===== config.mk =====
export PLATFORM = sky130hd
export DESIGN_NAME = hash_des_arbiter
export DESIGN_NICKNAME = d
export VERILOG_FILES = /design/src/rtl/hash_des_arbiter.sv
export SDC_FILE = /design/constraint.sdc
export NUM_CORES = 1
export LEC_CHECK = 0
export ABC_AREA = 1
export CAP_MARGIN = 20
export CELL_PAD_IN_SITES_DETAIL_PLACEMENT = 1
export CELL_PAD_IN_SITES_GLOBAL_PLACEMENT = 2
export CORE_ASPECT_RATIO = 0.5
export CORE_MARGIN = 5
export CORE_UTILIZATION = 28
export DETAILED_ROUTE_END_ITERATION = 7
export PLACE_DENSITY_LB_ADDON = 0.1
export SETUP_SLACK_MARGIN = 0.1
export SYNTH_ARGS = -nofsm -noshare
export SYNTH_HDL_FRONTEND = slang
export SYNTH_SLANG_ARGS = --single-unit

===== constraint.sdc =====
create_clock -name clk -period 6.04 [get_ports clk]
set_clock_uncertainty 0.05 [all_clocks]
set_input_delay 0.906 -clock clk [delete_from_list [all_inputs] [get_ports clk]]
set_output_delay 0.906 -clock clk [all_outputs]
set_load 0.01 [all_outputs]

===== src/rtl/hash_des_arbiter.sv =====
// Two-requester round-robin front end for a single full_hash_des_box core:
// grants the core, forwards one message, collects the digest, pulses done/err.
module hash_des_arbiter #(
  parameter int HASH_LAT = 3,
  parameter int TIMEOUT  = 64
) (
  input  logic        clk,
  input  logic        rst,
  input  logic [1:0]  req,
  input  logic [63:0] len0,
  input  logic [63:0] len1,
  input  logic [7:0]  byte0,
  input  logic [7:0]  byte1,
  input  logic        bval0,
  input  logic        bval1,
  output logic [1:0]  gnt,
  output logic [31:0] digest,
  output logic [1:0]  done,
  output logic [1:0]  err,
  output logic        h_M_valid,
  output logic [7:0]  h_message,
  output logic [63:0] h_counter,
  input  logic [31:0] h_digest_out,
  input  logic        h_hash_ready
);

  localparam int WW = $clog2(TIMEOUT + 1);

  typedef enum logic [2:0] {IDLE, ZERO, STREAM, WAIT, DONE} state_t;

  state_t        state;
  logic          ptr;
  logic          g_q;
  logic [63:0]   len_q;
  logic [63:0]   cnt;
  logic [WW-1:0] wcnt;

  logic          pick;
  logic [63:0]   len_pick;
  logic          bval_g;
  logic [7:0]    byte_g;

  // Contention goes to ptr; a lone request always wins.
  always_comb begin
    pick     = (req == 2'b11) ? ptr : req[1];
    len_pick = pick ? len1 : len0;
    bval_g   = g_q ? bval1 : bval0;
    byte_g   = g_q ? byte1 : byte0;
  end

  // NOTE: every register here uses <= so all updates see pre-edge values;
  // blocking assignments would make the result depend on statement order.
  always_ff @(posedge clk) begin
    if (rst) begin
      state     <= IDLE;
      ptr       <= 1'b0;
      g_q       <= 1'b0;
      len_q     <= '0;
      cnt       <= '0;
      wcnt      <= '0;
      gnt       <= '0;
      done      <= '0;
      err       <= '0;
      digest    <= '0;
      h_M_valid <= 1'b0;
      h_message <= '0;
      h_counter <= '0;
    end else begin
      done <= '0;
      err  <= '0;
      case (state)
        IDLE: begin
          h_M_valid <= 1'b0;
          if (req != 2'b00) begin
            g_q       <= pick;
            len_q     <= len_pick;
            cnt       <= '0;
            wcnt      <= '0;
            gnt       <= pick ? 2'b10 : 2'b01;
            h_counter <= len_pick;
            h_message <= '0;
            // An empty message still needs one M_valid beat with counter 0.
            if (len_pick == 64'd0) begin
              h_M_valid <= 1'b1;
              state     <= ZERO;
            end else begin
              state <= STREAM;
            end
          end
        end

        ZERO: begin
          h_M_valid <= 1'b0;
          gnt       <= '0;
          state     <= WAIT;
        end

        STREAM: begin
          h_M_valid <= bval_g;
          h_message <= byte_g;
          if (bval_g) begin
            cnt <= cnt + 64'd1;
            if (cnt == len_q - 64'd1) begin
              gnt   <= '0;
              state <= WAIT;
            end
          end
        end

        WAIT: begin
          h_M_valid <= 1'b0;
          if (wcnt >= WW'(HASH_LAT) && h_hash_ready) begin
            digest <= h_digest_out;
            done   <= g_q ? 2'b10 : 2'b01;
            state  <= DONE;
          end else if (wcnt == WW'(TIMEOUT - 1)) begin
            err   <= g_q ? 2'b10 : 2'b01;
            ptr   <= ~ptr;
            state <= IDLE;
          end else begin
            wcnt <= wcnt + 1'b1;
          end
        end

        DONE: begin
          ptr   <= ~g_q;
          state <= IDLE;
        end

        default: state <= IDLE;
      endcase
    end
  end

endmodule


==> flow_summary.yaml, run 1 <==
route:
  routed_wl_mm: 53.60
  vias_per_cell: 4.933
  drtAntennaViolNets: 0
  dr.pass1.iters: 5
  drt_iter0_markers: 742
  drc: 0
  routedWlPerCell_um: 19.61
  num_vias: 13490
power:
  p_per_area_mw_per_mm2: 257.1
  peakVddDrop_uv: 221.0
  p_leak_nw: 6.328
worst_hold_path:
  hold_path.class: "flip-flop to flip-flop"
clock_tree:
  cts.clk_slew.worst_paths_ns: 0.07
  clk_latency_ns: 0.47
  cts_num_sinks: 187
  cts_root_buf: "clkbuf_16"
  post_cts_buffers: 0
  cts_made_buffers: 17
  cts_hold_buf: 0
  tritoncts: "yes"
  postCtsResizedCells: 0
  clock_path_buffers: 2
  htreeDepth: 4
finish:
  num_antenna_cells: 0
  area_growth_pct: 34.87
  nNetsFinal: 2361
  fillers: 5426
  final_util_pct: 38.02
  drive_gt1_share_pct: 4.167
logic_synthesis:
  synthAdderAreaFrac_pct: 0.3187
  synth_nets: 2085
  synth_area_per_cell_sq_um: 6.201
  synth-seq-cells: 187
  yosys.area_share.xor_xnor_pct: 2.901
  synthMuxAreaShare_pct: 4.930
  synth_compound_area_share_pct: 12.66
  synth_ff_type: "dfxtp_1"
  syn-cell-area_sq_mm: 0.01178
  yosysSeqAreaShare_pct: 31.79
  synthSimpleGateAreaFrac_pct: 39.53
  synth_top_family_by_area: "simple AND/OR/NAND/NOR gates"
  synth_top_area_share_pct: 31.79
  synth-edff-count: 0
  synthTopCellsByArea: "dfxtp_1 32%, nand2_1 19%, nor2_1 7.9%"
  async_reset_ff_share_pct: 0
  synthCells: 1899
  ys_types: 45
  synth.largest_area_cell: "dfxtp_1"
  ys_warn_count: 0
setup_path:
  reg2reg_setup_slack_ns: 2.38
  path_common_cell: "nor2_2"
  worst-path-buf-inv: 2
  path_max_fanout: 32
  crit_chain: "clkdlybuf4s50_1 > nor2_1 > nor2_8 > nor2_2 > a21oi_4 > inv_2 > nor4_4 > nand3_2 > nor2_2 > nand2_2 > nor2_4 > nand2_1 > a21oi_1 > o21a_1"
  worstPathArrival_ns: 4.26
  slowest_stage: "clkdlybuf4s50_1"
  cp_data_required_time_ns: 6.40
  crit_type: "input pin to flip-flop"
  cp-start-kind: "input pin"
  cpPeakStageDelay_ns: 0.53
  endpoint_kind: "flip-flop"
  path_delay_family: "simple AND/OR/NAND/NOR gates"
global_route:
  first_global_vias: 13600
  grt_max_degree: 68
  grt_pass1_wl_mm: 80.65
  overflow: 0
  antenna_found_initial: 0
  grtUsageTotal_pct: 22.63
timing:
  worst_pin_slew_ns: 0.8476
  fin_crit_ns: 3.909
  fin_crit_sh_pct: 64.72
  final_max_slew_viol_count: 0
  rsz0062_at_grt: "no"
  fmax_mhz: 255.8
  max_slew_margin_pct: 43.06
  setup_violations: 0
  hold_viol: 0
  setup-tns-final_ns: 0
floorplanning:
  start_util_pct: 28.19
  die_h_um: 155.0
  num_io_pins: 294
  coreArea_sq_mm: 0.04178
  num_rows: 53
  chipWidth_um: 300.0
  die_area_sq_mm: 0.04651
placed_design:
  gp_congestion: 0.8931
  place_hpwl_mm: 44.35
  io_buffers: 293
run_status:
  status: "finished clean"
run:
  maxCapViolations: 0
==> per-stage QoR <==
| stage | cells | total power, W | area (sq um) | hold WS (ns) | worst slack (ns) |
|---|---|---|---|---|---|
| 6_report | 2734 | 0.004084 | 15880 | 0.4143 | 2.131 |
| 5_1_grt | 2734 | 0.004341 | 15880 | 0.4331 | 1.882 |
| 4_1_cts | 2732 | 0.004107 | 15840 | 0.4176 | 2.179 |
| 3_5_place_dp | 2704 | 0.002971 | 15290 | 0.4072 | 1.762 |
| 3_3_place_gp | 2704 | 0.002967 | 15290 | 0.4007 | 1.846 |
| 2_1_floorplan | 1899 | 0.002280 | 11780 | 0.3937 | 3.261 |
==> state kept, by name, indices dropped and copies added (netlist names) <==
signal and count:
err 2, cnt 64, done 2, gnt 2, state 3, h_message 8, h_M_valid 1, len_q 64
g_q 1, digest 32, ptr 1, wcnt 7
==> final timing paths <==
path,start,endpoint,depth (start not counted)
setup reg to reg,len_q[24],gnt[0],16
hold reg to reg,digest[28],digest[28],2
hold / removal,digest[28],digest[28],2
setup / recovery,req[1],cnt[57],14
==> cell usage after synthesis, types with 2 or more instances <==
master	n
nor2_2	12
ha_1	3
nor3_1	47
xnor2_1	14
o21a_1	5
and3_1	2
nor2_1	247
mux2i_1	58
clkinv_1	5
a211oi_1	2
nand2_1	592
o22ai_1	34
inv_2	14
clkbuf_1	36
xor2_1	25
nand4_1	40
dfxtp_1	187
inv_1	179
nor2_4	7
nand3b_1	12
a31oi_1	9
o21ai_1	20
buf_1	6
nand3_1	101
a221oi_1	4
nand2_2	4
a21oi_1	113
o21ai_0	77
o21bai_1	2
buf_2	5
and2_1	7
or2_2	3
nor4_1	15
==> layer usage <==
| metal | GRT usage [%] | routed length, um | up-vias |
|---|---|---|---|
| met2 | 38.71 | 25060 | 263 |
| met5 | 0 | 0 | - |
| li1 | - | - | 6737 |
| met3 | 5.034 | 2769 | 33 |
| met1 | 30.07 | 25290 | 6455 |
| met4 | 3.403 | 489 | 0 |
==> logic make-up (layout without fill, tap and decap cells) <==
logic type                 Yosys count  in the layout
DFF                                187            187
buffers and inverters              245            530
and+or+nand+nor                   1094           1094
adders and majority gates            3              3
muxes                               58             58
xor gates and xnor gates            39             39
AOI/OAI and AO/OA                  273            273
==> report_power, final <==
part	total (W)	switching, W	internal (W)
Clock	0.00112	0.000538	0.000585
Combinational	0.00154	0.00100	0.000542
Sequential	0.00142	0.000113	0.00131
==> area by class of cell <==
type | instances | area [sq um] | share of cell area [%]
Tap cell | 550 | 688.2 | 4.333
Clock buffer | 19 | 452.9 | 2.852
Clock inverter | 9 | 92.59 | 0.5830
Timing Repair Buffer | 304 | 3043 | 19.16
Sequential cell | 187 | 3744 | 23.57
Inverter | 198 | 743.2 | 4.679
Multi-Input combinational cell | 1467 | 7119 | 44.82
==> worst register-to-register path, stage by stage, from the launching register on <==
cell and delay [ns]:
dfxtp_1 0.39, nor2_1 0.20, nand2_1 0.12, nor2_1 0.29, nand2_1 0.11, nor2_1 0.55
nand3_1 0.26, nand3_1 0.15, nand2_1 0.05, inv_1 0.05, nand2_1 0.04, nor2_1 0.31
nand3_1 0.32, o21bai_2 0.42, nand3_1 0.13, nand2_1 0.09, nor2_1 0.04
==> placed cells by master (no fill, tap or decap), types with 17 or more instances in the layout <==
cell type,n
nor2_1,247
nand3_1,101
nor3_1,47
o21ai_0,77
clkdlybuf4s50_1,292
nand4_1,40
xor2_1,25
clkbuf_16,17
dfxtp_1,187
a21oi_1,113
inv_1,179
mux2i_1,58
o21ai_1,20
nand2_1,589
o22ai_1,34
Power figures use the tool's default switching activity.
==> run 2: changes to the inputs <==
- CORE_UTILIZATION: 28 -> 23
- clock period: 6.04 -> 3.4 ns (I/O delays scaled with it)
==> run 2 against run 1 <==
Compared with the run above: die area rose by 21%; sequential share of layout area shrank 0.77 points; global-route usage shrank 2.4 points; first-iteration DRC count is 16% lower; highest routed layer unchanged; clock power rose by 88%; largest cell class unchanged; critical path depth grew 3; total power is 85% higher; wire length up 6.8%.
==> flow_summary.yaml, run 2 (synthesized netlist as in run 1, its figures left out) <==
global_route:
  grt_max_degree: 67
  first_global_vias: 13900
  overflow: 0
  grt_pass1_wl_mm: 85.78
  grtUsageTotal_pct: 20.28
  antenna_found_initial: 0
placed_design:
  place_hpwl_mm: 47.76
  gp_congestion: 0.8597
  placed_area_sq_mm: 0.01579
  io_buffers: 293
  place_inst: 2880
power:
  peakVddDrop_uv: 350.0
  p_per_area_mw_per_mm2: 459.5
  p_leak_nw: 6.539
timing:
  final_max_slew_viol_count: 0
  worst_pin_slew_ns: 0.8233
  fmax_mhz: 331.3
  hold_viol: 0
  fin_crit_ns: 3.018
  fin_crit_sh_pct: 88.77
  max_slew_margin_pct: 45.11
  setup_violations: 0
  rsz0062_at_grt: "no"
  setup-tns-final_ns: 0
  whs_ns: 0.3888
floorplanning:
  coreArea_sq_mm: 0.05044
  start_util_pct: 23.35
  die_h_um: 170
  die_area_sq_mm: 0.05610
  num_io_pins: 294
  num_rows: 58
  chipWidth_um: 330.0
setup_path:
  worstPathArrival_ns: 3.35
  endpoint_kind: "flip-flop"
  cp-start-kind: "flip-flop"
  path_max_fanout: 7
  cp_data_required_time_ns: 3.73
  crit_type: "flip-flop to flip-flop"
route:
  vias_per_cell: 4.610
  dr.pass1.iters: 5
  routed_wl_mm: 57.27
  drt_iter0_markers: 622
  num_vias: 13430
  drc: 0
  routedWlPerCell_um: 19.66
  drtAntennaViolNets: 0
finish:
  largestRegisters: "cnt (64), len_q (64), digest (32)"
  nNetsFinal: 2397
  drive_gt1_share_pct: 6.163
  regArea_sq_mm: 0.003744
  multiInputGateArea_sq_mm: 0.007154
  fin_area_sq_mm: 0.01642
  fillers: 6369
  num_antenna_cells: 0
  final_util_pct: 32.55
  mostFrequentLayoutCells: "589 x nand2_1, 292 x clkdlybuf4s50_1, 241 x nor2_1, 187 x dfxtp_1, 179 x inv_1"
  layout.cells.most_common: "nand2_1"
  final_cell_count_no_fill: 2913
  area_growth_pct: 39.41
clock_tree:
  cts_num_sinks: 187
  cts_root_buf: "clkbuf_16"
  clk_latency_ns: 0.48
  clock_path_buffers: 2
  cts_made_buffers: 17
  tritoncts: "yes"
  cts.clk_slew.worst_paths_ns: 0.09
  htreeDepth: 4
run:
  maxCapViolations: 0
worst_hold_path:
  hold_path.class: "input pin to flip-flop"
run_status:
  status: "finished clean"
## run 2: cell types whose count changed in the layout (fill, tap and decap cells not counted)
cell / before / now
buf_12: 1 / 4
nor2_4: 7 / 10
buf_4: 9 / 43
clkinv_4: 1 / 0
inv_8: 0 / 3
buf_16: 1 / 0
nor2_2: 12 / 15
clkinv_2: 1 / 0
nand3_1: 101 / 100
clkinvlp_4: 3 / 4
nor2_1: 247 / 241
inv_6: 3 / 4
nand3_2: 1 / 2
## run 2: power by group
group / total [W] / leakage (nW) / switching (W) / internal, W
Combinational: 0.00291 / 4.75 / 0.00185 / 0.00107
Sequential: 0.00252 / 1.52 / 0.000201 / 0.00232
Clock: 0.00211 / 0.275 / 0.00104 / 0.00107
## run 2: worst max-delay path, stage by stage (launching register included)
cell and delay, ns:
dfxtp_1 0.39, nor2_1 0.18, nand2_1 0.13, nor2_1 0.34
nand2_1 0.27, nor2_1 0.21, nand3_1 0.13, nand3_1 0.12
nand2_1 0.05, nor2_1 0.10, nand2_1 0.06, nor2_1 0.15
nand2_1 0.17, o21bai_2 0.22, buf_12 0.15, nand3_1 0.08
nand2_1 0.08, nor2_1 0.04
## run 2: metal layers
| layer | global-route usage [%] | share of wire [%] |
|---|---|---|
| met2 | 34.74 | 47 |
| met1 | 26.93 | 48 |
| met4 | 2.824 | 0.61 |
| met3 | 4.517 | 5.0 |
| met5 | 0 | 0 |
## run 2: metrics by stage
step                      worst slack, ns  total power (W)
after floorplan                     1.017         0.004050
after global placement             0.1737         0.005460
final                              0.3818         0.007544
after detailed placement           0.1710         0.005458
after global routing               0.1081         0.008059
after CTS                          0.1605         0.007637
## run 2: final timing paths
kind           startpoint           end  slack [ns]  depth (start not counted)
max             len_q[25]        gnt[0]        0.38                         17
max reg2reg     len_q[25]        gnt[0]        0.38                         17
min                   rst        err[1]        0.39                          4
min reg2reg  h_message[2]  h_message[2]        0.41                          2
## run 2: timing repair
| action | 4_1_cts | 5_1_grt |
|---|---|---|
| hold buffers | 0 | 0 |
| buffers inserted | 0 | 2 |
| gates resized for setup | 0 | 10 |
| setup endpoints to repair | 0 | 4 |
## run 2: layout make-up
cell class	instances	area share [%]
clock buffer	19	2.759
clock inverter	12	0.7850
inverter	198	4.527
multi-input combinational	1467	43.58
sequential	187	22.80
tap	690	5.259
timing repair buffer	340	20.29
==> run 3: changes to the inputs <==
- CELL_PAD_IN_SITES_DETAIL_PLACEMENT: 1 -> 0
- CELL_PAD_IN_SITES_GLOBAL_PLACEMENT: 2 -> 1
- CORE_UTILIZATION: 23 -> 31
==> run 3 against run 2 <==
Compared with the run above: setup slack got worse by 0.051 ns; wire length shrank 13%; die area down 25%; sequential share of layout area up 0.50 points; via count decreased by 1.6%; global-route usage rose by 2.8 points.
==> flow_summary.yaml, run 3 (synthesized netlist as in run 1, its figures left out) <==
run_status:
  status: "finished clean"
timing:
  max_slew_margin_pct: 47.82
  rsz0062_at_grt: "no"
  worst_pin_slew_ns: 0.7828
  fin_crit_sh_pct: 90.26
  hold_viol: 0
  fin_crit_ns: 3.069
  setup-tns-final_ns: 0
  final_max_slew_viol_count: 0
  fmax_mhz: 325.9
  setup_violations: 0
clock_tree:
  cts_num_sinks: 187
  cts_made_buffers: 17
  cts.clk_slew.worst_paths_ns: 0.08
  clk_latency_ns: 0.47
  tritoncts: "yes"
  htreeDepth: 4
  cts_root_buf: "clkbuf_16"
  clock_path_buffers: 2
global_route:
  grtUsageMet3_pct: 5.624
  met2_usage_pct: 38.35
  gr-max-usage-layer: "met2"
  grtUsageTotal_pct: 23.04
  grt.met1_usage_pct: 30.86
  antenna_found_initial: 0
  overflow: 0
  first_global_vias: 12800
  grt_pass1_wl_mm: 75.00
  grt_max_degree: 68
finish:
  area_growth_pct: 36.40
  largestRegisters: "cnt (64), len_q (64), digest (32)"
  num_antenna_cells: 0
  nNetsFinal: 2387
  fin_area_sq_mm: 0.01606
  layout.cells.most_common: "nand2_1"
  mostFrequentLayoutCells: "589 x nand2_1, 292 x clkdlybuf4s50_1, 246 x nor2_1, 187 x dfxtp_1, 179 x inv_1"
  drive_gt1_share_pct: 5.465
floorplanning:
  num_io_pins: 294
  start_util_pct: 31.43
  coreArea_sq_mm: 0.03747
  die_h_um: 147.8
  die_area_sq_mm: 0.04222
  num_rows: 50
  chipWidth_um: 285.6
route:
  drt_iter0_markers: 952
  num_vias: 13210
  dr.pass1.iters: 5
  routed_wl_mm: 49.71
  drc: 0
  routedWlPerCell_um: 18.36
  vias_per_cell: 4.879
  drtAntennaViolNets: 0
setup_path:
  r2r-start: "len_q[1]"
  reg2reg_depth: 18
  worstPathArrival_ns: 3.39
  timing.rr.end: "state[0]"
  cp-start-kind: "flip-flop"
  path_max_fanout: 9
  endpoint_kind: "flip-flop"
  critPathLaunch: "len_q[1]"
  reg2reg_setup_slack_ns: 0.33
  cp_data_required_time_ns: 3.72
  crit_type: "flip-flop to flip-flop"
placed_design:
  place_hpwl_mm: 41.06
  io_buffers: 293
  gp_congestion: 0.9659
  placed_area_sq_mm: 0.01544
power:
  p_leak_nw: 6.487
  peakVddDrop_uv: 350.6
  finalPower_w: 0.007407
  p_per_area_mw_per_mm2: 461.1
run:
  maxCapViolations: 0
worst_hold_path:
  whs_path_depth: 4
  hold_end: "gnt[1]"
  hold_start: "rst"
  hold_path.class: "input pin to flip-flop"
run 3: area by class of cell:
| cell class | count | area [sq um] |
|---|---|---|
| fill | 4053 | 21410 |
| multi-input combinational | 1467 | 7127 |
| sequential | 187 | 3744 |
| timing repair buffer | 330 | 3218 |
| inverter | 198 | 743.2 |
| tap | 494 | 618.1 |
| clock buffer | 17 | 425.4 |
| clock inverter | 15 | 187.7 |
run 3: worst max-delay path by stage:
stage | to | slack, ns
finish | state[0] | 0.33
global route | cnt[56] | 0.10
CTS | state[0] | 0.38
detailed placement | cnt[57] | 0.33
global placement | state[1] | 0.34
floorplan | state[1] | 1.02
run 3: layer usage:
layer / wire length, um / vias to the layer above / part of all wire, %
met1: 23020 / 6036 / 46
met5: 0 / - / 0
met3: 3146 / 37 / 6.3
met2: 23020 / 316 / 46
met4: 525 / 0 / 1.1
li1: - / 6822 / -
run 3: where the power goes:
part / total [W] / internal [W] / switching [W] / leakage [nW]
clock: 0.00213 / 0.00106 / 0.00107 / 0.296
combinational: 0.00277 / 0.00103 / 0.00174 / 4.67
sequential: 0.00251 / 0.00232 / 0.000194 / 1.52
run 3: what timing repair did:
| item | 4_1_cts | 5_1_grt |
|---|---|---|
| endpoints found under the setup margin | 0 | 2 |
| buffers inserted | 0 | 0 |
| gates resized for setup | 0 | 2 |
| hold buffers | 0 | 0 |
run 3: worst max-delay path, stage by stage, from the launching register on:
cell and delay (ns):
dfxtp_1 0.33, inv_1 0.08, ha_1 0.25, nand2_2 0.14, nor2_4 0.24, nand2_1 0.18
nor2_2 0.37, nand4_1 0.13, nand2_1 0.10, nand2_1 0.05, nor2_1 0.13, nand2_1 0.11
nor2_1 0.11, nand2_1 0.13, o21bai_2 0.22, buf_12 0.15, nand3_1 0.07, nand2_1 0.08
nor2_1 0.04
run 3: stage by stage:
step	hold WS (ns)	instances	setup slack [ns]	utilization [%]
final	0.3626	2708	0.3312	42.86
after global routing	0.4048	2708	0.1018	42.86
after CTS	0.3584	2708	0.3781	42.84
after detailed placement	0.4014	2676	0.3298	41.21
after global placement	0.3977	2676	0.3429	41.21
after floorplan	0.3937	1899	1.017	-
